### src/rtl/eim_bus_frontend.sv
// eim_bus_frontend
// Synchronising front-end between the i.MX EIM pins and the on-FPGA
// register/memory space. The asynchronous EIM strobes and the DA bus are
// oversampled in the clk48 domain, an FSM decodes address/read/write phases
// and single-cycle read/write strobes are issued towards the memory.
//
// Build option:
//   EIM_FE_BURST_EN - when defined, a finished read or write beat with CS
//                     still asserted returns to ADDR and auto-increments
//                     bus_addr, so consecutive beats need no new LBA cycle.
//
// Bus handshake: bus_rd_stb is a one-cycle request; bus_rd_valid qualifies
// bus_rdata and may be high in the same cycle as bus_rd_stb or any later
// cycle. bus_wr_stb is a one-cycle pulse with bus_addr/bus_wdata valid in
// that same cycle; the memory has no backpressure on writes.
module eim_bus_frontend #(
  parameter int ADDR_W      = 8,
  parameter int DATA_W      = 8,
  parameter int SYNC_STAGES = 2,
  parameter int RD_TIMEOUT  = 255
) (
  input  logic              clk48,
  input  logic              rst,
  input  logic              eim_cs0_n,
  input  logic              eim_lba_n,
  input  logic              eim_wr_n,
  input  logic              eim_oe_n,
  input  logic [DATA_W-1:0] da_in,
  output logic [DATA_W-1:0] da_out,
  output logic              da_oe,
  output logic              eim_wait_n,
  output logic [ADDR_W-1:0] bus_addr,
  output logic [DATA_W-1:0] bus_wdata,
  output logic              bus_wr_stb,
  output logic              bus_rd_stb,
  input  logic [DATA_W-1:0] bus_rdata,
  input  logic              bus_rd_valid,
  output logic              err_timeout,
  output logic [2:0]        dbg_state_o
);

`ifdef EIM_FE_BURST_EN
  localparam bit BURST = 1'b1;
`else
  localparam bit BURST = 1'b0;
`endif

  localparam int CNT_W = $clog2(RD_TIMEOUT + 1);

  typedef enum logic [2:0] {
    ST_IDLE     = 3'd0,
    ST_ADDR     = 3'd1,
    ST_RD_WAIT  = 3'd2,
    ST_RD_DRIVE = 3'd3,
    ST_WR_DATA  = 3'd4
  } state_e;

  // Strobe bit order inside the synchroniser vectors: {cs, lba, wr, oe}.
  logic [3:0]        strb_sync_q [SYNC_STAGES];
  logic [DATA_W-1:0] da_sync_q   [SYNC_STAGES];
  logic [3:0]        strb_s;
  logic [DATA_W-1:0] da_s;

  // Levels delayed by one so they line up with the registered edge flags.
  logic [3:0] strb_lvl_q;
  logic       cs_l, lba_l, oe_l;
  logic       lba_fall_q, wr_fall_q, oe_fall_q;
  logic       cs_rise_q, wr_rise_q, oe_rise_q;

  state_e             state_q, state_d;
  logic [CNT_W-1:0]   cnt_q, cnt_d;
  logic [ADDR_W-1:0]  addr_q, addr_d;
  logic [DATA_W-1:0]  wdata_q, wdata_d;
  logic [DATA_W-1:0]  da_out_q, da_out_d;
  logic               wr_stb_q, wr_stb_d;
  logic               inc_q, inc_d;

  logic abort, cnt_hit, wr_go, rd_go, rd_done, to_hit, beat_end;

  // Pin synchronisers: strobes idle high, data idles at zero.
  always_ff @(posedge clk48) begin
    if (rst) begin
      for (int i = 0; i < SYNC_STAGES; i++) begin
        strb_sync_q[i] <= '1;
        da_sync_q[i]   <= '0;
      end
    end else begin
      strb_sync_q[0] <= {eim_cs0_n, eim_lba_n, eim_wr_n, eim_oe_n};
      da_sync_q[0]   <= da_in;
      for (int i = 1; i < SYNC_STAGES; i++) begin
        strb_sync_q[i] <= strb_sync_q[i-1];
        da_sync_q[i]   <= da_sync_q[i-1];
      end
    end
  end

  assign strb_s = strb_sync_q[SYNC_STAGES-1];
  assign da_s   = da_sync_q[SYNC_STAGES-1];

  // Edge detection: one-cycle rise/fall flags plus matching delayed levels.
  always_ff @(posedge clk48) begin
    if (rst) begin
      strb_lvl_q <= '1;
      lba_fall_q <= 1'b0;
      wr_fall_q  <= 1'b0;
      oe_fall_q  <= 1'b0;
      cs_rise_q  <= 1'b0;
      wr_rise_q  <= 1'b0;
      oe_rise_q  <= 1'b0;
    end else begin
      strb_lvl_q <= strb_s;
      lba_fall_q <=  strb_lvl_q[2] & ~strb_s[2];
      wr_fall_q  <=  strb_lvl_q[1] & ~strb_s[1];
      oe_fall_q  <=  strb_lvl_q[0] & ~strb_s[0];
      cs_rise_q  <= ~strb_lvl_q[3] &  strb_s[3];
      wr_rise_q  <= ~strb_lvl_q[1] &  strb_s[1];
      oe_rise_q  <= ~strb_lvl_q[0] &  strb_s[0];
    end
  end

  assign cs_l  = strb_lvl_q[3];
  assign lba_l = strb_lvl_q[2];
  assign oe_l  = strb_lvl_q[0];

  // Decode terms shared by the FSM and the datapath. A CS release beats
  // every other event in the same cycle; a write fall beats a read fall.
  assign abort    = cs_rise_q && (state_q != ST_IDLE);
  assign cnt_hit  = (cnt_q == CNT_W'(RD_TIMEOUT));
  assign wr_go    = (state_q == ST_ADDR) && !abort && !lba_fall_q && lba_l && wr_fall_q;
  assign rd_go    = (state_q == ST_ADDR) && !abort && !lba_fall_q && lba_l && oe_fall_q
                    && !wr_fall_q;
  assign rd_done  = (state_q == ST_RD_WAIT) && !abort && (bus_rd_valid || cnt_hit);
  assign to_hit   = (state_q == ST_RD_WAIT) && !abort && !bus_rd_valid && cnt_hit;
  assign beat_end = !abort && (((state_q == ST_RD_DRIVE) && oe_rise_q) ||
                               ((state_q == ST_WR_DATA)  && wr_rise_q));

  // FSM state register.
  always_ff @(posedge clk48) begin
    if (rst) state_q <= ST_IDLE;
    else     state_q <= state_d;
  end

  // FSM next-state decode.
  always_comb begin
    state_d = state_q;
    if (abort) begin
      state_d = ST_IDLE;
    end else begin
      case (state_q)
        ST_IDLE:     if (!cs_l && lba_fall_q) state_d = ST_ADDR;
        ST_ADDR: begin
          if (wr_go)      state_d = ST_WR_DATA;
          else if (rd_go) state_d = bus_rd_valid ? ST_RD_DRIVE : ST_RD_WAIT;
        end
        ST_RD_WAIT:  if (rd_done) state_d = ST_RD_DRIVE;
        ST_RD_DRIVE,
        ST_WR_DATA:  if (beat_end) state_d = (BURST && !cs_l) ? ST_ADDR : ST_IDLE;
        default:     state_d = ST_IDLE;
      endcase
    end
  end

  // FSM outputs: pad control, wait and the single-cycle request/error pulses.
  always_comb begin
    da_oe       = (state_q == ST_RD_DRIVE) && !oe_l;
    eim_wait_n  = (state_q != ST_RD_WAIT);
    bus_rd_stb  = rd_go;
    err_timeout = to_hit;
    dbg_state_o = state_q;
  end

  // Datapath next-state: address latch, write data, read return, counter.
  always_comb begin
    addr_d   = addr_q;
    wdata_d  = wdata_q;
    da_out_d = da_out_q;
    wr_stb_d = 1'b0;
    inc_d    = 1'b0;
    cnt_d    = '0;

    // Burst increment lands one cycle after the beat so the write strobe
    // still carries the address of the beat it belongs to.
    if (inc_q && (state_q == ST_ADDR) && !lba_fall_q) addr_d = addr_q + 1'b1;

    if (!abort) begin
      case (state_q)
        ST_IDLE: if (!cs_l && lba_fall_q) addr_d = da_s[ADDR_W-1:0];
        ST_ADDR: begin
          if (lba_fall_q)                 addr_d   = da_s[ADDR_W-1:0];
          if (rd_go && bus_rd_valid)      da_out_d = bus_rdata;
        end
        ST_RD_WAIT: begin
          if (bus_rd_valid)               da_out_d = bus_rdata;
          else if (cnt_hit)               da_out_d = {DATA_W{1'b1}};
          else                            cnt_d    = cnt_q + 1'b1;
        end
        ST_WR_DATA: begin
          if (wr_rise_q) begin
            wdata_d  = da_s;
            wr_stb_d = 1'b1;
          end
        end
        default: ;
      endcase
      if (beat_end && BURST && !cs_l) inc_d = 1'b1;
    end
  end

  // Datapath registers.
  always_ff @(posedge clk48) begin
    if (rst) begin
      addr_q   <= '0;
      wdata_q  <= '0;
      da_out_q <= '0;
      wr_stb_q <= 1'b0;
      inc_q    <= 1'b0;
      cnt_q    <= '0;
    end else begin
      addr_q   <= addr_d;
      wdata_q  <= wdata_d;
      da_out_q <= da_out_d;
      wr_stb_q <= wr_stb_d;
      inc_q    <= inc_d;
      cnt_q    <= cnt_d;
    end
  end

  assign bus_addr   = addr_q;
  assign bus_wdata  = wdata_q;
  assign bus_wr_stb = wr_stb_q;
  assign da_out     = da_out_q;

endmodule
### config.mk
export PLATFORM = sky130hd
export DESIGN_NAME = eim_bus_frontend
export DESIGN_NICKNAME = d
export VERILOG_FILES = /design/src/rtl/eim_bus_frontend.sv
export SDC_FILE = /design/constraint.sdc
export NUM_CORES = 1
export LEC_CHECK = 0
export ABC_AREA = 1
export CAP_MARGIN = 30
export CORE_MARGIN = 10
export CORE_UTILIZATION = 50
export CTS_BUF_LIST = sky130_fd_sc_hd__clkbuf_4 sky130_fd_sc_hd__clkbuf_8
export CTS_CLUSTER_SIZE = 10
export DETAILED_ROUTE_END_ITERATION = 8
export PLACE_DENSITY_LB_ADDON = 0.25
export SLEW_MARGIN = 15
export SYNTH_ARGS = -nofsm -noshare
export SYNTH_HDL_FRONTEND = slang
export SYNTH_SLANG_ARGS = --single-unit
export TNS_END_PERCENT = 5
### constraint.sdc
create_clock -name clk48 -period 2.16 [get_ports clk48]
set_input_delay 0.432 -clock clk48 [delete_from_list [all_inputs] [get_ports clk48]]
set_output_delay 0.432 -clock clk48 [all_outputs]
set_load 0.005 [all_outputs]
==> impl.org, run 1 <==
** Layout
- Final instance area :: between 3000 and 4000 um^2
- In the final layout, the share of cells above drive strength 1 is 18.3%.
- The net count of the finished layout is 417.
- 0 antenna diodes ended up in the layout.
- Compared with the post-synthesis result, the final layout area differs by 32.6%.

** Critical path
- The worst register-to-register path has a depth of 7.
- Of all nets on the critical path, the largest fanout is 6.
- The critical path is of the register to output port type.
- Critical Path End Type :: output port
- Critical path launch point type :: register
- STA puts the critical path data arrival time at around 1.7 ns.
- Start of the worst register-to-register path :: dbg_state_o[1]
- Critical register-to-register path endpoint :: bus_addr[6]
- STA puts the critical path data required time at 1.73 ns.
- For flop-to-flop paths, the worst setup slack is 0.44 ns.

** Floorplan
- Floorplan Core Area :: 5140 um^2
- The die covers 8690 um^2.
- DIE WIDTH :: around 93 um
- From bottom edge to top edge, the die measures between 90 and 100 um.
- Std cell rows :: 26
- Initial core utilization :: 52.2%
- Top-level port count :: 55

** Placed design
- Post-DP HPWL :: between 3 and 4 mm
- Once placement finished, the instance area stood at ~3300 um^2.
- The count of buffers added on input and output ports is 54.
- GP Congestion :: 0.813

** STA
- Based on the critical path, the design can be clocked at up to about 0.47 GHz.
- For the final routed database, the setup TNS stands at 0 ns.
- Final Hold Violating Endpoints :: 0
- Minimum clock period after layout :: around 2.1 ns
- Slew margin rel. :: between 60% and 70%
- At the pin with the least slew margin, the transition time is ~0.50 ns.
- Fin Clk Skew :: ~0.0079 ns
- Setup repair after global routing could not meet its margin everywhere.
- The number of slew-limit violations in the final report was 0.
- In the finished design, the share of the clock period the worst path needs comes to between 90% and 100%.
- Setup violations remaining at the end of the flow were counted as 0.

** Clocking
- CTS root buffer :: clkbuf_8
- The clock reaches the later pin of the worst-skew pair after around 0.35 ns.
- Number of clock sinks seen by CTS :: 70
- TritonCTS created 9 clock buffers.
- H-tree level count :: 3
- For this design, the CTS-stage hold fixing added 0 buffers.
- Clock Pin Slew Worst Setup and Hold Paths :: 0.08 ns
- In this run the deepest clock path goes through 2 buffers.
- CTS tree :: done

** Hold path
- The min-delay analysis places its worst path in the category register to register.
- Hold worst-path end :: da_sync_q[0][12]
- Worst Hold Path Cells :: 2
- The startpoint identified for the worst hold timing path is da_sync_q[0][4].

** Yosys
- After Yosys synthesis, full adders, half adders and majority gates account for less than 1% of the synthesized area.
- In the synthesized netlist, the number of instances is ~330.
- Measured against the total synthesized area, the mux share comes to 0%.
- Post-synth EDFFs :: 0
- Post-synth top flop :: dfxtp_1
- Post-synthesis share of cell area spent on and, or, nand and nor gates :: 28.0%
- The netlist uses 32 different library cells.
- Number of storage elements in the synthesis netlist :: 70
- Synthesis produced a netlist with a net count of 351.
- Share of synthesized area occupied by flip-flops and latches :: about 52%
- Number of synthesis warnings :: 0
- Post-synthesis instance area :: about 2700 um^2
- Summing the areas of all compound-gate instances in the mapped netlist gives under 10% of the synthesized area.
- A synthesized cell averages between 8 and 9 um^2.
- Of the total synthesized cell area, the portion taken by XOR and XNOR cells is less than 1%.
- By area, the combinational part of the netlist is dominated by simple AND/OR/NAND/NOR gates.
- Share of synthesized flip-flops with an asynchronous set or reset :: 0%

** Power and ir drop
- Power spread over the standard cell area amounts to a little over 1000 nW/um^2.
- VDD IR max :: around 0.67 mV
- The design draws 3.69 mW.
- Summed over all cells, the static leakage comes to around 1.6 nW.

** Run status
- Status :: finished clean

** Drt
- The detail route stage leaves a number of antenna-violating nets equal to 0.
- Via-per-instance ratio :: 4.60
- Via total after detailed routing :: roughly 2200
- Iteration-0 DRC count of the detailed router :: 116
- After detailed routing, the total wire length is 5.54 mm.
- 1st-pass router iterations :: 4
- For this run, design rule violations remaining after detail routing come to 0.
- Detail-routed net length per standard cell :: around 12 um

** GRT
- The number of global-route vias before repair was 2069.
- Combined global-route utilization of all metal layers :: between 10% and 20%
- The initial antenna violation count is 0.
- Entering global routing, the biggest net connects 28 pins.
- Total overflow reported by the global router :: 0
- Global-route wire length before repair :: around 9.0 mm

** Job
- Count of maximum capacitance violations :: 0
cells in the final DEF, fill, tap and decap left out, types with 2 or more instances in the layout:
master           Yosys  layout
a21oi_1             15      15
a21oi_2              5       5
buf_4                1      10
clkbuf_8             0       9
clkdlybuf4s50_1      0      52
clkinv_4             0       2
clkinvlp_4           0       2
dfxtp_1             70      67
dfxtp_2              0       2
inv_1               50      50
nand2_1             34      33
nand2_2              2       3
nand2_4              2       2
nand3_1             11      11
nand3_2              5       4
nand4_1              2       2
nor2_1              62      61
nor2_2               4       4
nor2_4               3       4
nor3_1               4       4
o21ai_0             19      19
or2_2               17      17
xnor2_1              2       2
flip-flops by register name (all words and copies together), names as in the netlist:
name and count:
bus_addr 8, oe_fall_q 1, dbg_state_o 3, wr_rise_q 1, wr_fall_q 1, strb_sync_q 8, da_out 8, oe_rise_q 1
cnt_q 8, bus_wdata 8, strb_lvl_q 4, bus_wr_stb 1, da_sync_q 16, cs_rise_q 1, lba_fall_q 1
what timing repair did:
item,in CTS,in global routing
setup endpoints to repair,2,2
gates resized for setup,5,6
setup buffers,0,4
endpoints found under the hold margin,0,0
pin swaps,0,2
cells in the mapped netlist, drive strengths merged (2+ instances only):
cell type | instances | area, um^2
nor3b | 2 | 20.0
nand3 | 16 | 105
xnor2 | 2 | 17.5
nand2 | 38 | 163
dfxtp | 70 | 1400
inv | 51 | 191
nor2 | 69 | 292
buf | 6 | 56.3
a21oi | 20 | 119
or2 | 17 | 106
nor3 | 4 | 20.0
o21ai | 19 | 95.1
nand4 | 3 | 33.8
clkbuf | 3 | 11.3
routing by layer:
metal | vias to the layer above | share of wire, % | global-route usage (%)
met1 | 945 | 47 | 14.5
met3 | 9 | 4.4 | 4.40
met5 | - | 0 | 0
li1 | 1147 | - | -
met2 | 53 | 47 | 20.8
met4 | 0 | 2.0 | 6.94
area by class of cell:
cell class | count | area (um^2)
inverter | 52 | 195
timing repair buffer | 64 | 617
multi-input combinational | 196 | 1040
tap | 70 | 87.6
sequential | 70 | 1410
fill | 428 | 1580
clock inverter | 7 | 82.6
clock buffer | 9 | 124
power breakdown:
group          switching [mW]  internal (mW)  total, mW
clock network           0.520          0.548       1.07
logic                   0.559          0.523       1.08
registers               0.104           1.44       1.54
worst max-delay path: stages (launching register included):
cell and delay [ns]:
dfxtp_2 0.34, inv_2 0.07, buf_4 0.13, nand3_1 0.13, buf_4 0.16, clkdlybuf4s50_1 0.50
worst max-delay path by stage:
stage | from | endpoint | slack (ns) | cells after the start
after global placement | bus_rd_valid | err_timeout | 0.04 | 3
after floorplan | cnt_q[0] | da_out[1] | 0.70 | 9
after detailed placement | bus_rd_valid | err_timeout | -0.06 | 3
after CTS | dbg_state_o[2] | bus_rd_stb | -0.13 | 6
final | dbg_state_o[2] | eim_wait_n | 0.04 | 5
after global routing | cnt_q[0] | err_timeout | -0.03 | 6
metrics by stage:
stage          cells  util, %  hold slack, ns  worst slack, ns
2_1_floorplan    327        -           0.388            0.699
3_3_place_gp     448     64.0           0.391           0.0427
3_5_place_dp     448     64.0           0.394          -0.0633
4_1_cts          464     68.2           0.405           -0.127
5_1_grt          468     69.2           0.418          -0.0307
6_report         468     69.2           0.405           0.0428
logic make-up after synthesis:
logic type | count (synthesis)
compound gates | 41
xor+xnor | 3
fa+ha+maj | 1
buf+inv | 61
flops | 70
simple gates | 151
No activity file was read; power rests on OpenSTA's default activity.
==> run 2, diff against run 1 <==
Settings changed: CELL_PAD_IN_SITES_DETAIL_PLACEMENT from default to 2, CELL_PAD_IN_SITES_GLOBAL_PLACEMENT from default to 2, CORE_UTILIZATION 50 to 33, SLEW_MARGIN 15 to 20.
==> run 2 against run 1 <==
Compared with the run above:
- final cell count up 6.4%
- clock power up 12%
- critical path depth is the same
- count of clock-buffer cells in the layout increased by 2
- combinational power increased by 4%
- wire length rose by 37%
- first-iteration DRC count fell by 59%
- sequential share of layout area is 0.57 points lower
- maximum frequency is 1.9% higher
- largest cell class unchanged
- largest power group unchanged
- critical endpoint unchanged
- register-to-register slack better by 0.03 ns
- non-clock buffer count is 2 lower
==> impl.org, run 2 (same netlist as run 1, synthesis figures left out) <==
** Run status
- The flow ran to the end, and the final reports show no timing, DRC or antenna violations.

** Hold path
- Type of the most critical hold path :: register to register

** Power and ir drop
- Total Power :: roughly 3.9 mW
- In this run the static leakage power is approximately 1.5 nW.
- For this design the ratio of total power to cell area is roughly 1100 nW/um^2.
- VDD IR max :: between 0.3 and 0.4 mV

** STA
- Slew margin rel. :: 70.9%
- Final setup violating endpoints :: 0
- Unrepaired setup endpoints after global routing :: yes
- Timing-limited maximum frequency :: between 0.4 and 0.5 GHz
- Minimum clock period after layout :: between 2 and 2.5 ns
- The number of hold violations in the final report came to 0.
- Slew at the pin with the worst max-slew slack :: approximately 0.44 ns
- The clock arrives with ~0.0085 ns of skew.
- Share of the cycle needed by the critical path after routing :: 96.2%
- Pins over their slew limit :: 0
- Across all hold checks on the routed design, the worst slack comes to 0.410 ns.

** Placed design
- The placed instances occupy a cell area of approximately 3300 um^2.
- Post-DP HPWL :: 5.59 mm
- Number of buffer cells added on primary ports :: 54
- Routability-driven placement finished with a final weighted congestion of 0.734.

** GRT
- Global-route wire length before repair :: 12.6 mm
- Entering global routing, the biggest net connects 32 pins.
- The initial antenna violation count is 0.
- The number of global-route vias before repair is about 2500.
- In the global route stage, overall resource usage came out at a little over an eighth.
- Global routing finished with a remaining overflow of 0.

** Critical path
- Data on the critical path arrives at its endpoint at about 1.7 ns.
- In this run the worst path has a maximum fanout of 6.
- The worst setup path is launched from a register.
- Walking the worst path, the cells encountered are inv_2 > buf_4 > nand3_2 > buf_4 > clkdlybuf4s50_1.
- Req. time, crit path :: around 1.7 ns
- By startpoint and endpoint, the worst setup path is classified as register to output port.
- Crit path buffers/inverters :: 4
- Critical Path End Type :: output port
- The cell family contributing the most delay on the critical path is buffers and inverters.
- Most prevalent standard cell on the critical path :: buf_4
- Maximum single-stage delay on the critical path :: ~0.5 ns
- Cell at the slowest stage of the critical path :: clkdlybuf4s50_1

** Layout
- The final layout contains 415 nets.
- Summing all multi-input logic gate instances after layout gives approximately 1000 um^2.
- Leading cell types in the layout, fill and taps excluded :: dfxtp_1, nor2_1, clkdlybuf4s50_1
- More flip-flops sit in one register than any other, and that register is da_sync_q.
- The register with the most flip-flops in the layout has 16 of them.
- Final instance area :: 3610 um^2
- Fillcell total :: roughly 900
- Share of cells above drive strength 1 :: between 10% and 20%
- Once layout is complete, the utilization of the core stands at between 40% and 50%.
- Summing all flip-flop and latch instances after layout gives between 1000 and 1500 um^2.
- The area growth from synthesis to layout is 34.6%.
- The library cell used most frequently in the layout, excluding fill and tap cells, is dfxtp_1.
- Antenna cell count :: 0

** Floorplan
- The floorplan step defined a die boundary enclosing about 12000 um^2.
- Top-level port count :: 55
- The total area inside the core boundary comes to approximately 8000 um^2.
- Once the floorplan was initialized, standard cells occupied between 30% and 40% of the core.
- The floorplan has 32 rows.
- In this run the vertical extent of the chip is 110 um.
- From left edge to right edge, the die measures ~110 um.

** Drt
- Wires add up to 7.56 mm.
- Summing over every cut layer, the via total after detailed routing is roughly 2300.
- Via-per-instance ratio :: between 4 and 5
- After detailed routing, the number of remaining DRC violations is 0.
- Detail-routed net length per standard cell :: between 15 and 20 um
- 1st-pass router iterations :: 4
- In this run the remaining antenna-violating nets after routing total 0.
- In this run, the number of DRC markers left after iteration 0 of detailed routing was 47.

** Clocking
- CTS root buffer :: clkbuf_8
- H-tree level count :: 3
- Clock tree synthesis found a total of 70 sinks.
- Clock buffers created by TritonCTS :: 9
- Clock Pin Slew Worst Setup and Hold Paths :: 0.08 ns
- TritonCTS built the clock tree.
- Clock buffer depth :: 2
- At the later pin of the worst-skew pair, clock insertion delay measures 0.34 ns.
- Hold bufs inserted after CTS :: 0

** Job
- Count of maximum capacitance violations :: 0
==> run 2: repair_timing <==
action	in CTS	in global routing
gates resized for setup	8	5
setup endpoints to repair	2	4
buffers inserted	2	0
==> run 2: area by class of cell <==
type | instances | area share [%]
Multi-Input combinational cell | 196 | 28.9
Sequential cell | 70 | 39.0
Clock inverter | 5 | 2.25
Timing Repair Buffer | 62 | 16.9
Inverter | 52 | 5.41
Clock buffer | 11 | 4.02
Tap cell | 102 | 3.53
==> run 2: through the flow <==
stage	instances	worst slack (ns)	setup TNS, ns
after floorplan	327	0.699	0
after global placement	480	0.0365	0
after detailed placement	480	0.0291	0
after CTS	498	0.000463	0
after global routing	498	-0.0197	-0.0374
final	498	0.0830	0
==> run 2: path summary, 6_finish.rpt <==
check / startpoint / to / slack (ns) / cells after the start
worst max-delay path: dbg_state_o[2] / eim_wait_n / 0.08 / 5
worst min-delay path: da_sync_q[0][1] / da_sync_q[0][9] / 0.41 / 2
worst max register to register: dbg_state_o[2] / cnt_q[2] / 0.47 / 7
worst min register to register: da_sync_q[0][1] / da_sync_q[0][9] / 0.41 / 2
==> run 2: metal layers <==
| layer | wire [um] | share of wire (%) | vias up | GRT usage [%] |
|---|---|---|---|---|
| li1 | - | - | 1131 | - |
| met1 | 3260 | 43 | 1117 | 15.2 |
| met2 | 3760 | 50 | 45 | 23.3 |
| met3 | 428 | 5.7 | 8 | 3.48 |
| met4 | 108 | 1.4 | 0 | 5.23 |
| met5 | 0 | 0 | - | 0 |
==> run 2: where the power goes <==
group	leakage (nW)	total [mW]	internal, mW	switching (mW)
Combinational	0.860	1.12	0.522	0.597
Clock	0.113	1.20	0.697	0.501
Sequential	0.575	1.55	1.44	0.112
Total	1.55	3.87	2.66	1.21
==> run 2: tightest hold or removal path, cell delays in order, from the launching register on <==
cell and delay [ns]:
dfxtp_1 0.30, inv_1 0.04, nor2_1 0.03
